File: config.mk
export PLATFORM = sky130hd
export DESIGN_NAME = any1_sel_seq
export DESIGN_NICKNAME = d
export VERILOG_FILES = /design/src/rtl/any1_pkg.sv /design/src/rtl/any1_sel_mask.sv /design/src/rtl/any1_sel_seq.sv
export SDC_FILE = /design/constraint.sdc
export NUM_CORES = 1
export LEC_CHECK = 0
export CORE_ASPECT_RATIO = 0.9
export CORE_MARGIN = 3
export CORE_UTILIZATION = 45
export DETAILED_ROUTE_END_ITERATION = 16
export GPL_ROUTABILITY_DRIVEN = 0
export PLACE_DENSITY = 0.8
export SYNTH_ARGS = -nofsm -noshare
export SYNTH_HDL_FRONTEND = slang
export SYNTH_SLANG_ARGS = --single-unit
File: constraint.sdc
create_clock -name clk_i -period 2.25 [get_ports clk_i]
set_input_delay 0.3375 -clock clk_i [delete_from_list [all_inputs] [get_ports clk_i]]
set_output_delay 0.3375 -clock clk_i [all_outputs]
set_load 0.05 [all_outputs]
File: src/rtl/any1_pkg.sv
// Shared types and helpers for the ANY-1 load/store path: access size codes,
// func-code to size mapping, sequencer state encoding and max legal size per bus width.
package any1_pkg;

  typedef enum logic [2:0] {
    SZ_BYTE  = 3'd0,
    SZ_WYDE  = 3'd1,
    SZ_TETRA = 3'd2,
    SZ_OCTA  = 3'd3,
    SZ_HEXI  = 3'd4,
    SZ_DHEXI = 3'd5,
    SZ_QHEXI = 3'd6,
    SZ_RSVD  = 3'd7
  } size_e;

  typedef enum logic [1:0] {
    ST_IDLE  = 2'd0,
    ST_BEAT0 = 2'd1,
    ST_BEAT1 = 2'd2
  } sel_state_e;

  localparam logic [3:0] FN_LDB = 4'h0;
  localparam logic [3:0] FN_LDW = 4'h1;
  localparam logic [3:0] FN_LDT = 4'h2;
  localparam logic [3:0] FN_LDO = 4'h3;
  localparam logic [3:0] FN_LDH = 4'h4;
  localparam logic [3:0] FN_STB = 4'h8;
  localparam logic [3:0] FN_STW = 4'h9;
  localparam logic [3:0] FN_STT = 4'hA;
  localparam logic [3:0] FN_STO = 4'hB;
  localparam logic [3:0] FN_STH = 4'hC;

  // Unknown func codes map to SZ_RSVD so the sequencer flags them as illegal.
  function automatic size_e func_to_size(input logic [3:0] fn);
    case (fn)
      FN_LDB, FN_STB: return SZ_BYTE;
      FN_LDW, FN_STW: return SZ_WYDE;
      FN_LDT, FN_STT: return SZ_TETRA;
      FN_LDO, FN_STO: return SZ_OCTA;
      FN_LDH, FN_STH: return SZ_HEXI;
      default:        return SZ_RSVD;
    endcase
  endfunction

  function automatic logic [2:0] max_size(input int dbw);
    return 3'($clog2(dbw / 8));
  endfunction

endpackage

File: src/rtl/any1_sel_mask.sv
// Combinational byte-lane mask: (2^(2^size) - 1) << off, 2*NB bits wide, so the
// upper half holds the lanes that spill into the next bus word.
module any1_sel_mask
  import any1_pkg::*;
#(
  parameter int NB  = 16,
  parameter int LNB = $clog2(NB)
) (
  input  logic [LNB-1:0]  off_i,
  input  size_e           size_i,
  output logic [2*NB-1:0] mask_o
);

  logic [2*NB-1:0] base;

  always_comb begin
    base = '0;
    for (int i = 0; i < NB; i++) begin
      base[i] = (i < (1 << size_i));
    end
    mask_o = base << off_i;
  end

endmodule

File: src/rtl/any1_sel_seq.sv
// Byte-lane select sequencer: one request in, one or two registered bus beats out.
// Define ANY1_SEL_SPLIT_EN to split word-crossing accesses; otherwise they fault.
//
// state    | meaning
// ST_IDLE  | ready for a request
// ST_BEAT0 | first (or only) beat presented
// ST_BEAT1 | spill-over beat into the next bus word (split build only)
module any1_sel_seq
  import any1_pkg::*;
#(
  parameter int DBW = 128,
  parameter int ABW = 32
) (
  input  logic                       clk_i,
  input  logic                       rst_i,
  input  logic                       req_valid_i,
  output logic                       req_ready_o,
  input  logic [ABW-1:0]             req_adr_i,
  input  logic [2:0]                 req_size_i,
  input  logic                       req_we_i,
  output logic                       beat_valid_o,
  input  logic                       beat_ready_i,
  output logic [ABW-1:0]             beat_adr_o,
  output logic [DBW/8-1:0]           beat_sel_o,
  output logic [$clog2(DBW/8)-1:0]   beat_ofs_o,
  output logic                       beat_we_o,
  output logic                       beat_first_o,
  output logic                       beat_last_o,
  output logic                       err_o
);

  localparam int          NB     = DBW / 8;
  localparam int          LNB    = $clog2(NB);
  localparam logic [2:0]  MAX_SZ = max_size(DBW);

  sel_state_e     state_q, state_d;
  logic           ready_q, ready_d;
  logic           valid_q, valid_d;
  logic           err_q, err_d;
  logic           we_q, we_d;
  logic           first_q, first_d;
  logic           last_q, last_d;
  logic [ABW-1:0] adr_q, adr_d;
  logic [NB-1:0]  sel_q, sel_d;
  logic [LNB-1:0] ofs_q, ofs_d;
`ifdef ANY1_SEL_SPLIT_EN
  logic [NB-1:0]  hi_q, hi_d;
`endif

  logic [LNB-1:0]  req_off;
  logic [ABW-1:0]  req_aln;
  logic [2*NB-1:0] mask;
  logic [NB-1:0]   lo, hi;
  logic            size_ok;

  assign req_off = req_adr_i[LNB-1:0];
  assign req_aln = {req_adr_i[ABW-1:LNB], {LNB{1'b0}}};
  assign size_ok = (req_size_i <= MAX_SZ);
  assign lo      = mask[NB-1:0];
  assign hi      = mask[2*NB-1:NB];

  any1_sel_mask #(
    .NB  (NB),
    .LNB (LNB)
  ) u_mask (
    .off_i  (req_off),
    .size_i (size_e'(req_size_i)),
    .mask_o (mask)
  );

  always_comb begin
    state_d = state_q;
    valid_d = valid_q;
    err_d   = 1'b0;
    we_d    = we_q;
    first_d = first_q;
    last_d  = last_q;
    adr_d   = adr_q;
    sel_d   = sel_q;
    ofs_d   = ofs_q;
`ifdef ANY1_SEL_SPLIT_EN
    hi_d    = hi_q;
`endif
    case (state_q)
      ST_IDLE: begin
        if (req_valid_i) begin
          if (!size_ok) begin
            err_d = 1'b1;
          end
`ifndef ANY1_SEL_SPLIT_EN
          else if (hi != '0) begin
            err_d = 1'b1;
          end
`endif
          else begin
            state_d = ST_BEAT0;
            valid_d = 1'b1;
            adr_d   = req_aln;
            sel_d   = lo;
            ofs_d   = req_off;
            we_d    = req_we_i;
            first_d = 1'b1;
            last_d  = (hi == '0);
`ifdef ANY1_SEL_SPLIT_EN
            hi_d    = hi;
`endif
          end
        end
      end
      ST_BEAT0: begin
        if (beat_ready_i) begin
`ifdef ANY1_SEL_SPLIT_EN
          if (last_q) begin
            state_d = ST_IDLE;
            valid_d = 1'b0;
          end else begin
            // ofs_q still holds the request offset; beat 1 resumes after NB-off bytes
            state_d = ST_BEAT1;
            adr_d   = adr_q + ABW'(NB);
            sel_d   = hi_q;
            ofs_d   = LNB'(NB - int'(ofs_q));
            first_d = 1'b0;
            last_d  = 1'b1;
          end
`else
          state_d = ST_IDLE;
          valid_d = 1'b0;
`endif
        end
      end
`ifdef ANY1_SEL_SPLIT_EN
      ST_BEAT1: begin
        if (beat_ready_i) begin
          state_d = ST_IDLE;
          valid_d = 1'b0;
        end
      end
`endif
      default: begin
        state_d = ST_IDLE;
        valid_d = 1'b0;
      end
    endcase
    ready_d = (state_d == ST_IDLE);
  end

  always_ff @(posedge clk_i) begin
    if (rst_i) begin
      state_q <= ST_IDLE;
      ready_q <= 1'b1;
      valid_q <= 1'b0;
      err_q   <= 1'b0;
      we_q    <= 1'b0;
      first_q <= 1'b0;
      last_q  <= 1'b0;
      adr_q   <= '0;
      sel_q   <= '0;
      ofs_q   <= '0;
`ifdef ANY1_SEL_SPLIT_EN
      hi_q    <= '0;
`endif
    end else begin
      state_q <= state_d;
      ready_q <= ready_d;
      valid_q <= valid_d;
      err_q   <= err_d;
      we_q    <= we_d;
      first_q <= first_d;
      last_q  <= last_d;
      adr_q   <= adr_d;
      sel_q   <= sel_d;
      ofs_q   <= ofs_d;
`ifdef ANY1_SEL_SPLIT_EN
      hi_q    <= hi_d;
`endif
    end
  end

  assign req_ready_o  = ready_q;
  assign beat_valid_o = valid_q;
  assign beat_adr_o   = adr_q;
  assign beat_sel_o   = sel_q;
  assign beat_ofs_o   = ofs_q;
  assign beat_we_o    = we_q;
  assign beat_first_o = first_q;
  assign beat_last_o  = last_q;
  assign err_o        = err_q;

endmodule

==> summary.md, run 1 <==
The run finished with clean final reports. The launch instance of the worst min-delay path is beat_sel_o[0]. Entering global routing, the biggest net connects 41 pins. The post-route cell area was 0.004025 mm2; the final routed DRC violation total was 0.

Summed over all failing endpoints, the final setup total negative slack is 0 ps. The clock latency on the worst-skew pair was 310 ps; the area of the die was 0.007149 mm2. STA puts the critical path data arrival time at 2260 ps. The startpoint identified for the worst register-to-register timing path is state_q[1].

The final cycle utilization of the critical path is 89.57%, and the count of synthesis-stage warnings from yosys is 0. After floorplanning, the core was sized to cover 0.005823 mm2. The synthesized design contains 56 register bits.

Across the run, the number of max-cap violations was 0. The worst-path cell with the longest stage delay is sky130_fd_sc_hd__clkdlybuf4s50_1. After clock tree synthesis, the clock-pin slew on the worst setup and hold paths is 100 ps.

Using the TritonRoute via totals, the vias-per-cell ratio works out to 6.057. The first global-routing pass estimated 13.43 mm of wire. Setup repair after global routing left no endpoint under its margin. For the total of endpoints with negative setup slack in the final report, the log shows 0. The run gives 0 as the max-slew violation total from the final report. The peak clock frequency supported by timing was 496.2 MHz. By area the synthesized netlist is led by sky130_fd_sc_hd__dfxtp_1, sky130_fd_sc_hd__o31ai_1, sky130_fd_sc_hd__a21oi_1, sky130_fd_sc_hd__nand4_1, sky130_fd_sc_hd__clkbuf_1. For this design, the CTS-stage hold fixing added 0 buffers. Cells fill 69.12% of the core in the end.

In this run, CTS created clock tree buffers numbering 5. Of the synthesized area, sequential elements account for 40.38%. The placed instance count was 485; the critical path data required time was 2500 ps.

For this configuration, the core starts out at a cell density of 47.68%. The sink count of the clock tree was 56. Of all cell types, the one taking the most synthesized area is sky130_fd_sc_hd__dfxtp_1. The worst path buffer plus inverter count works out to 3. The worst hold path belongs to the class reg2reg. Class of the most critical setup path: in2reg. The finished layout holds 493 standard cells, fillers aside. The worst-case headroom to the max-slew limit is 62.83%, and the HPWL reported at the end of detailed placement is 5.975 mm.

98 I/O pins were placed. The detailed router finished its first iteration with 251 violations. The cell count after synthesis came out at 328. The tools report the worst-case setup slack after placement as -45.25 ps. In this run the power density over the cells is 528.9 mW/mm2. CTS placed an instance of sky130_fd_sc_hd__clkbuf_8 at the clock tree root. In this run the cell area measured after placement is 0.003936 mm2. The area growth from synthesis to layout is 44.98%. Counting distinct cell types in the post-synthesis netlist gives 47. The run gives 0 as the number of nets with antenna violations after routing. The via count of the first global-routing pass was 2895; the worst-case clock skew was 8.619 ps.

The remaining global-route overflow is 0. Port buffering added 93 buffers. For this run, asynchronously set or reset flops after synthesis account for 0%.

Each instance of the synthesized netlist takes up on average 8.465 um2. Of all nets on the critical path, the largest fanout is 29. The peak per-stage delay on the critical path came out at 520 ps.

The critical path endpoint category was a flop. The initial antenna violation count was 0. The average detailed-routed wire length per instance was 16.79 um; the H-tree depth reported by CTS was 2.

The kind of cell with the highest combined delay on the critical path was buffers and inverters. STA classifies the critical path startpoint as an input port. The floorplan step set the die width to 88.80 um. The final layout contains routed wiring with a total length of 8.277 mm. The fraction of final layout cells with drive strength greater than 1 came out at 12.29%. The library cell used most frequently in the layout, excluding fill and tap cells, is sky130_fd_sc_hd__clkdlybuf4s50_1. Global routing consumed, over all layers together, 23.60% of the routing resources. No sink is reached through more buffers than the 2 on the longest clock path. TritonCTS built the clock tree.

After clock tree synthesis, the setup repair step added 0 buffers. The tools report the number of hold-slack violations in the final timing report as 0. Predominant post-synthesis flop cell: sky130_fd_sc_hd__dfxtp_1. The critical path goes through clkdlybuf4s50_1 > buf_4 > nand3_1 > o211ai_1 > buf_12 > o31ai_1 > a21oi_1. Across all setup checks in the final design, the least slack found is 234.7 ps. The number of gates resized after cts was 0; the transition time at the pin with the least slew margin was 543.5 ps. The floorplan die height is 80.52 um, and the final critical path time including I/O delays and setup is 2015 ps.

The critical path starts at req_adr_i[2]. Before antenna repair, the detailed router went through 4 iterations. The synthesized netlist occupies a cell area of 0.002776 mm2.

The row count came out at 26. The run gives 0.001436 uW as the static power due to leakage. Total via count in the routed design: 2986.

The top cell types in the final layout, fill and taps aside, are sky130_fd_sc_hd__clkdlybuf4s50_1, sky130_fd_sc_hd__dfxtp_1, sky130_fd_sc_hd__a21oi_1, sky130_fd_sc_hd__o31ai_1, sky130_fd_sc_hd__nand4_1. 0 antenna diodes ended up in the layout. The number of synthesized flops with an enable pin was 0; the net count of the finished layout was 462.

The synthesized design devotes to its leading area cell type 40.38% of total area. The run gives 255.6 uV as the peak supply drop.
-- per-stage QoR --
stage,total power (uW),hold slack (ps)
finish,2129,462.4
global route,2220,487.8
CTS,2139,467.1
detailed placement,1597,453.5
global placement,1590,446.9
floorplan,1376,464.1
-- report_power, final --
part,total (uW),internal [uW],switching (uW)
combinational,545,218,326
sequential,1030,1020,15.3
clock,550,222,328
-- kinds of logic after synthesis --
group / synth area share [%]
muxes: 4.056
other: 0.1351
DFF: 40.38
AOI/OAI and AO/OA: 29.70
and+or+nand+nor: 17.62
buffers and inverters: 8.112
-- registers in the layout (all words and copies together) (netlist names), 2 cells and up --
register,cells
beat_sel_o,16
beat_adr_o,28
state_q,2
beat_ofs_o,4
-- tightest hold or removal path, delay by kind of cell (launching register included) --
kind / cells / cell delay (ps)
flops: 1 / 320
mux: 1 / 50
simple gates: 1 / 50
-- cells in the mapped netlist, types with 2 or more instances --
master	instances
sky130_fd_sc_hd__o41ai_1	2
sky130_fd_sc_hd__a211oi_1	8
sky130_fd_sc_hd__buf_2	6
sky130_fd_sc_hd__or3_4	2
sky130_fd_sc_hd__o211ai_1	2
sky130_fd_sc_hd__clkbuf_1	31
sky130_fd_sc_hd__a2111oi_0	2
sky130_fd_sc_hd__buf_1	3
sky130_fd_sc_hd__nor2b_1	5
sky130_fd_sc_hd__o211a_1	2
sky130_fd_sc_hd__a22oi_1	2
sky130_fd_sc_hd__buf_6	2
sky130_fd_sc_hd__inv_1	4
sky130_fd_sc_hd__nor2_1	12
sky130_fd_sc_hd__o21a_1	4
sky130_fd_sc_hd__mux2i_1	9
sky130_fd_sc_hd__nand3_1	7
sky130_fd_sc_hd__nand2b_1	3
sky130_fd_sc_hd__nor3_1	2
sky130_fd_sc_hd__nand4_1	34
sky130_fd_sc_hd__dfxtp_1	56
sky130_fd_sc_hd__o21ai_0	8
sky130_fd_sc_hd__o22ai_1	2
sky130_fd_sc_hd__o2111ai_1	2
sky130_fd_sc_hd__a31oi_1	4
sky130_fd_sc_hd__o31ai_1	36
sky130_fd_sc_hd__mux2_2	2
sky130_fd_sc_hd__nand2_1	12
sky130_fd_sc_hd__buf_4	4
sky130_fd_sc_hd__a21oi_1	43
-- per-layer routing --
layer | up-vias | track usage (%) | part of all wire [%]
li1 | 1426 | - | -
met1 | 1419 | 30.48 | 43
met2 | 123 | 38.13 | 49
met3 | 18 | 4.513 | 6.8
met4 | 0 | 9.819 | 2.1
met5 | - | 0 | 0
-- path summary, 6_finish.rpt --
check | to | slack [ps] | depth (start not counted)
setup / recovery | beat_adr_o[22] | 230 | 7
hold reg to reg | beat_sel_o[0] | 460 | 2
hold / removal | beat_sel_o[0] | 460 | 2
setup reg to reg | req_ready_o | 480 | 4
-- final cells by class --
cell class | instances | area [um2]
clock buffers | 6 | 72.57
multi-input cells | 226 | 1449
well taps | 70 | 87.58
fillers | 477 | 1798
flip-flops and latches | 56 | 1121
repair buffers | 129 | 1264
clock inverters | 2 | 16.27
inverters | 4 | 15.01
No activity file was read; power rests on OpenSTA's default activity.
==> run 2, diff against run 1 <==
GPL_TIMING_DRIVEN = 0   (was unset)
==> run 2 against run 1 <==
Net effect: final cell count is 1.2% higher; hold slack worse by 30 ps; design area is 3.1% lower; non-clock buffer count is 6 higher; clock skew is 0.72 ps lower; register-to-register slack worse by 150 ps; routed wire length is 3.1% higher; total power is 3.8% higher; critical path type unchanged; critical endpoint is now beat_adr_o[23]; highest routed layer unchanged.
==> summary.md, run 2 (same netlist as run 1, synthesis figures left out) <==
The run finished with clean final reports. Relative to the synthesized area, the layout overhead comes to 40.51%. Relative contribution of combinational cells to total power: 23.3%. The average detailed-routed wire length per instance came out at 17.10 um. The fraction of power consumed by sequential logic is 46.8%.

Once layout is complete, the utilization of the core stands at 67.00%. The routing usage on met1 came out at 33.21%. The H-tree generated during clock tree synthesis spans 2 levels.

The fraction of final layout cells with drive strength greater than 1 is 8.625%. The tools report the worst-case clock skew as 7.901 ps. For the net load switching power, the log shows 675.1 uW. In the global route stage, met2 resource usage came out at 36.50%. Number of buffers added by the clock tree synthesis step: 5. In this run the register-to-register setup slack is 330 ps.

The startpoint identified for the worst register-to-register timing path is state_q[0]. The placed instances occupy a cell area of 0.003760 mm2. The die covers 0.007149 mm2. The class of the most critical setup path is in2reg.

The longest clock path from root to sink contains 2 buffers. The count of cells in the finished layout, fillers not included, comes to 499. The routed layout has 3060 vias. TritonCTS built the clock tree. Launch instance of the worst min-delay path: req_adr_i[0]. The number of design-rule violations left by the first detailed-router iteration was 278. After floorplanning, the core was divided into 26 placement rows. Largest driver fanout on the critical path: 10. The area of the core region came out at 0.005823 mm2. Internal power comes to 1534 uW. The worst hold path belongs to the class in2reg. Number of iterations in the first detailed-routing pass: 4.

The clock slew seen by the registers of the worst setup and hold paths is 100 ps, and the via count of the first global-routing pass is 2842. For the max-slew violation total from the final report, the log shows 0. The repair_antennas step left the layout with diodes totalling 0. For the static power due to leakage, the log shows 0.001357 uW.

The kind of start point of the critical path was an input port. After legalization and detailed placement, the total HPWL measured 5.910 mm. The cell sitting at the root of the clock tree is a sky130_fd_sc_hd__clkbuf_8. The remaining global-route overflow was 0. In the global route stage, met3 resource usage came out at 4.513%. After detailed placement, the design holds a cell count of 490. The post-route cell area is 0.003901 mm2, and the transition time at the pin with the least slew margin is 670.5 ps.

The tools report the critical path launch point as req_adr_i[1]. For the finished layout, the period the worst path requires is 2181 ps. Hold repair after CTS inserted 0 buffers. The library cell used most frequently in the layout, excluding fill and tap cells, is sky130_fd_sc_hd__clkdlybuf4s50_1. Data on the critical path is required at its endpoint by 2500 ps. The run gives 17 as the largest net degree at the start of global routing. The aggregate global-route resource usage is 23.78%, and the starting utilization of the core area is 47.68%. Floorplan die height: 80.52 um. Of the total power, the share spent switching nets is 30.56%. The via density per instance came out at 6.132.

The port buffer count was 88; the number of nets with antenna violations after routing was 0. For this design the ratio of total power to cell area is 566.4 mW/mm2. The power share of the clock group was 29.9%. The final cycle utilization of the critical path came out at 96.95%. The final routed DRC violation total is 0, and the depth of the worst hold-timing path is 4. The register with the most flip-flops in the layout has 28 of them.

CTS saw 56 sinks. The critical path endpoint category was a flop. The endpoint identified for the worst register-to-register timing path is beat_adr_o[23]. Across the run, the number of max-cap violations was 0. Across the VDD grid, the largest voltage drop is 362.7 uV.

The clock reaches the later pin of the worst-skew pair after 320 ps. In this run the most used layer during global routing was met2. Measured against its own limit, the worst slew margin works out to 54.14%. The logs give 0 for the initial antenna violation count and 458.4 MHz for the peak clock frequency supported by timing. The total length of routed wires was 8.531 mm. The net count of the finished layout is 468, and the number of cells traversed by the worst register-to-register path is 6. Setup violations remaining at the end of the flow were counted as 0. For the number of hold-slack violations in the final timing report, the log shows 0. The wire length of the first global-routing pass is 13.41 mm, and the die boundary width is 88.80 um. In this run the count of I/O pins placed on the die edge is 98. The arrival time at the worst endpoint came out at 2430 ps. The terminating pin of the worst hold path was beat_sel_o[0].

The library cells used most frequently in the layout, excluding fill and tap cells, are sky130_fd_sc_hd__clkdlybuf4s50_1, sky130_fd_sc_hd__dfxtp_1, sky130_fd_sc_hd__a21oi_1, sky130_fd_sc_hd__o31ai_1, sky130_fd_sc_hd__nand4_1.
-- run 2: cell count changes in the layout (fill, tap and decap cells not counted), moves of 2 or more --
cell	previous run	this run
sky130_fd_sc_hd__clkbuf_2	0	6
sky130_fd_sc_hd__buf_12	5	0
sky130_fd_sc_hd__clkbuf_1	1	23
sky130_fd_sc_hd__buf_4	31	6
sky130_fd_sc_hd__clkdlybuf4s50_1	93	88
sky130_fd_sc_hd__buf_6	0	2
sky130_fd_sc_hd__buf_2	0	6
sky130_fd_sc_hd__buf_1	0	5
-- run 2: how the worst max path moves through the flow --
stage | end | slack (ps) | cells after the start
6_report | beat_adr_o[23] | 70 | 8
5_1_grt | beat_ofs_o[3] | -20 | 8
4_1_cts | beat_ofs_o[2] | 30 | 8
3_5_place_dp | beat_ofs_o[3] | -450 | 7
3_3_place_gp | beat_ofs_o[3] | -390 | 7
2_1_floorplan | beat_sel_o[14] | 340 | 7
-- run 2: worst max-delay path, stage by stage --
cell                              delay (ps)
sky130_fd_sc_hd__clkdlybuf4s50_1         440
sky130_fd_sc_hd__buf_2                   200
sky130_fd_sc_hd__o2111ai_1               310
sky130_fd_sc_hd__o211a_1                 190
sky130_fd_sc_hd__buf_2                   210
sky130_fd_sc_hd__clkbuf_1                390
sky130_fd_sc_hd__nand4_1                 160
sky130_fd_sc_hd__a21oi_1                 180
-- run 2: repair_timing --
item / CTS / global route
gates cloned: 0 / 0
pin swaps: 1 / 0
gates resized for setup: 3 / 12
endpoints found under the setup margin: 27 / 46
buffers inserted: 2 / 0
-- run 2: per-stage QoR --
stage                     power (uW)  setup WS, ps  hold WS [ps]  TNS [ps]
after floorplan                 1376         340.2         464.1         0
after global placement          1547        -391.5         445.1    -14130
after detailed placement        1553        -446.2         453.6    -16290
after CTS                       2208         30.14         424.5         0
after global routing            2288        -17.42         454.1    -48.31
final                           2210         68.61         432.0         0
-- run 2: area by class of cell --
cell class	instances	area, um2
Buffer	45	214.0
Clock buffer	6	72.57
Clock inverter	2	35.03
Fill cell	498	1922
Inverter	4	15.01
Multi-Input combinational cell	226	1460
Sequential cell	56	1121
Tap cell	70	87.58
Timing Repair Buffer	90	895.9
-- run 2: power groups by stage --
| stage | clock network [uW] | registers, uW | logic, uW |
|---|---|---|---|
| 6_report | 661 | 1030 | 515 |
| 5_1_grt | 702 | 1040 | 548 |
| 4_1_cts | 670 | 1030 | 505 |
| 3_5_place_dp | 0 | 1060 | 497 |
| 3_3_place_gp | 0 | 1060 | 492 |
| 2_1_floorplan | 0 | 1150 | 226 |
-- run 2: per-layer routing --
| metal | vias up | part of all wire [%] |
|---|---|---|
| met5 | - | 0 |
| met4 | 0 | 1.9 |
| met3 | 12 | 7.3 |
| met2 | 154 | 47 |
| met1 | 1447 | 44 |
| li1 | 1447 | - |
==> run 3, diff against run 2 <==
ABC_CLOCK_PERIOD_IN_PS = 2250   (was unset)
RECOVER_POWER = 50   (was unset)
==> run 3 against run 2 <==
Net effect: hold slack improved by 6.9 ps; worst setup slack improved by 11 ps; non-clock buffer count did not move; sequential share of layout area did not move; clock skew fell by 1.6 ps; critical path depth did not move; design area did not move; die area did not move; routed wire length fell by 0.64%; largest power group unchanged; highest routed layer unchanged.
==> summary.md, run 3 (same netlist as run 1, synthesis figures left out) <==
Once detailed placement completed, the half-perimeter wirelength came to 5.910 mm. The number of hold-slack violations in the final timing report was 0. The tools report the critical path launch point as req_adr_i[1]. Along the worst hold path, the cell count comes to 4. The die covers 0.007149 mm2. For the max-slew violation total from the final report, the log shows 0. The peak per-stage delay on the critical path works out to 440 ps. The number of iterations in the first detailed-routing pass came out at 5. Critical path endpoint category: a flop. Class of the most critical setup path: in2reg. Counting stages on the worst path, the most repeated cell is sky130_fd_sc_hd__buf_2. The class of the worst hold path is in2reg. For the via count of the first global-routing pass, the log shows 2842.

In the final layout, the share of cells above drive strength 1 is 8.625%. The final routed DRC violation total is 0, and the sink count of the clock tree is 56. The floorplan step set the die height to 80.52 um.

The tools report the terminating pin of the worst hold path as beat_sel_o[0]. The total of max-cap violations was 0; the wire length of the first global-routing pass was 13.41 mm. After layout, the worst path uses 96.47% of the clock period. In this run the most critical hold path is launched from req_adr_i[0]. 0 antenna diodes ended up in the layout. Timing analysis after detailed placement gives a worst setup slack of -446.2 ps. The via density per instance was 6.084. TritonCTS built the clock tree.

Number of hold buffers added after CTS: 0. At the end of the flow the core is filled with cells to 67.00%. Summing all placed instances gives a cell area of 0.003760 mm2. The run finished with clean final reports.

The kind of start point of the critical path was an input port. The tools report the H-tree depth reported by CTS as 2. The design draws 2192 uW. In this run the critical register-to-register path is captured at beat_adr_o[23]. The total of endpoints with negative setup slack in the final report was 0; the clock slew seen by the registers of the worst setup and hold paths was 100 ps. The run gives 98 as the boundary pin count.

The beginning of the worst register-to-register path is state_q[0]. The largest net degree at the start of global routing is 17, and the number of nets with antenna violations after routing is 0. Walking the worst path, the cells encountered are clkdlybuf4s50_1 > buf_2 > o2111ai_1 > o211a_1 > buf_2 > clkbuf_1 > nand4_1 > a21oi_1. The tools report the row count as 26. In the global route stage, overall resource usage came out at 23.78%. The die is 88.80 um wide. The number of clock buffers added by TritonCTS is 5. STA puts the critical path data arrival time at 2410 ps.

The remaining global-route overflow is 0, and the total length of routed wires is 8.476 mm. The tools report the buffer cell driving the clock tree root as sky130_fd_sc_hd__clkbuf_8. Across all register-to-register paths, the minimum setup slack is 340 ps. The peak supply drop was 358.1 uV; the maximum root-to-sink buffer count was 2.

The port buffer count is 88. For the pin with the worst max-slew slack, the measured transition is 654.1 ps. The initial antenna violation count was 0; the total via count in the routed design was 3036. The power density of the placed cells is 561.8 mW/mm2, and the largest driver fanout on the critical path is 10. After layout, the minimum clock period comes to 2171 ps. After filler insertion, the fill cell instance count of the layout stands at 498. The average detailed-routed wire length per instance came out at 16.99 um.

The number of cells on the worst reg-to-reg path is 6. After floorplanning, the core was sized to cover 0.005823 mm2. The analysis attributes to cell leakage a power of 0.001532 uW. Compared with the post-synthesis result, the final layout area differs by 40.51%.

On the final layout, the worst clock skew is 6.307 ps. The tools report the post-route cell area as 0.003901 mm2. The worst-path cell with the longest stage delay is sky130_fd_sc_hd__clkdlybuf4s50_1. The logs give 55.26% for the worst-case headroom to the max-slew limit and 329 for the number of design-rule violations left by the first detailed-router iteration. The register with the most flip-flops in the layout has 28 of them. The net count of the finished layout is 468.

Derived from the worst setup path, the maximum achievable clock frequency is 460.7 MHz. In the post-route analysis, the smallest setup slack over all paths is 79.49 ps. The starting utilization of the core area was 47.68%; the clock latency on the worst-skew pair was 310 ps.

Data on the critical path is required at its endpoint by 2490 ps. The library cell used most frequently in the layout, excluding fill and tap cells, is sky130_fd_sc_hd__dfxtp_1. The library cells used most frequently in the layout, excluding fill and tap cells, are sky130_fd_sc_hd__dfxtp_1, sky130_fd_sc_hd__dlygate4sd3_1, sky130_fd_sc_hd__a21oi_1, sky130_fd_sc_hd__o31ai_1.
[run 3: report_power, final]
| part | internal (uW) | total (uW) | leakage (uW) | switching, uW |
|---|---|---|---|---|
| Combinational | 175 | 504 | 0.00102 | 330 |
| Sequential | 1020 | 1030 | 0.000454 | 13.8 |
| Clock | 331 | 654 | 0.0000552 | 323 |
[run 3: metrics by stage]
stage,std cells,setup TNS [ps],hold slack [ps]
2_1_floorplan,332,0,464.1
3_3_place_gp,490,-14130,445.1
3_5_place_dp,490,-16290,453.6
4_1_cts,500,0,424.5
5_1_grt,499,-48.31,454.1
6_report,499,0,439.0
[run 3: worst max path at each step]
stage,to,slack (ps),cells after the start
global placement,beat_ofs_o[3],-390,7
floorplan,beat_sel_o[14],340,7
detailed placement,beat_ofs_o[3],-450,7
global route,beat_ofs_o[3],-20,8
finish,beat_adr_o[23],80,8
CTS,beat_ofs_o[2],30,8
[run 3: what timing repair did]
action	CTS	global route
buffers inserted	2	0
cloned	0	0
setup endpoints to repair	27	46
pin swaps	1	0
gates resized for setup	3	12
[run 3: critical path: cells and delay by family]
family | cells | cell delay [ps]
AO/OA/AOI/OAI | 3 | 680
AND/OR/NAND/NOR | 1 | 160
buffers and inverters | 4 | 1230
[run 3: cell type report]
type | instances | area (um2) | area share [%]
multi-input cells | 226 | 1460 | 37.43
flip-flops and latches | 56 | 1121 | 28.74
repair buffers | 90 | 895.9 | 22.96
plain buffers | 45 | 214.0 | 5.484
well taps | 70 | 87.58 | 2.245
clock buffers | 6 | 72.57 | 1.860
clock inverters | 2 | 35.03 | 0.8980
inverters | 4 | 15.01 | 0.3849
[run 3: routing by layer]
layer  vias to the layer above  part of all wire, %  track usage [%]
li1                       1447                    -                -
met1                      1425                   44            33.21
met2                       147                   47            36.50
met3                        17                  7.3            4.513
met4                         0                  2.1            7.855
met5                         -                    0                0
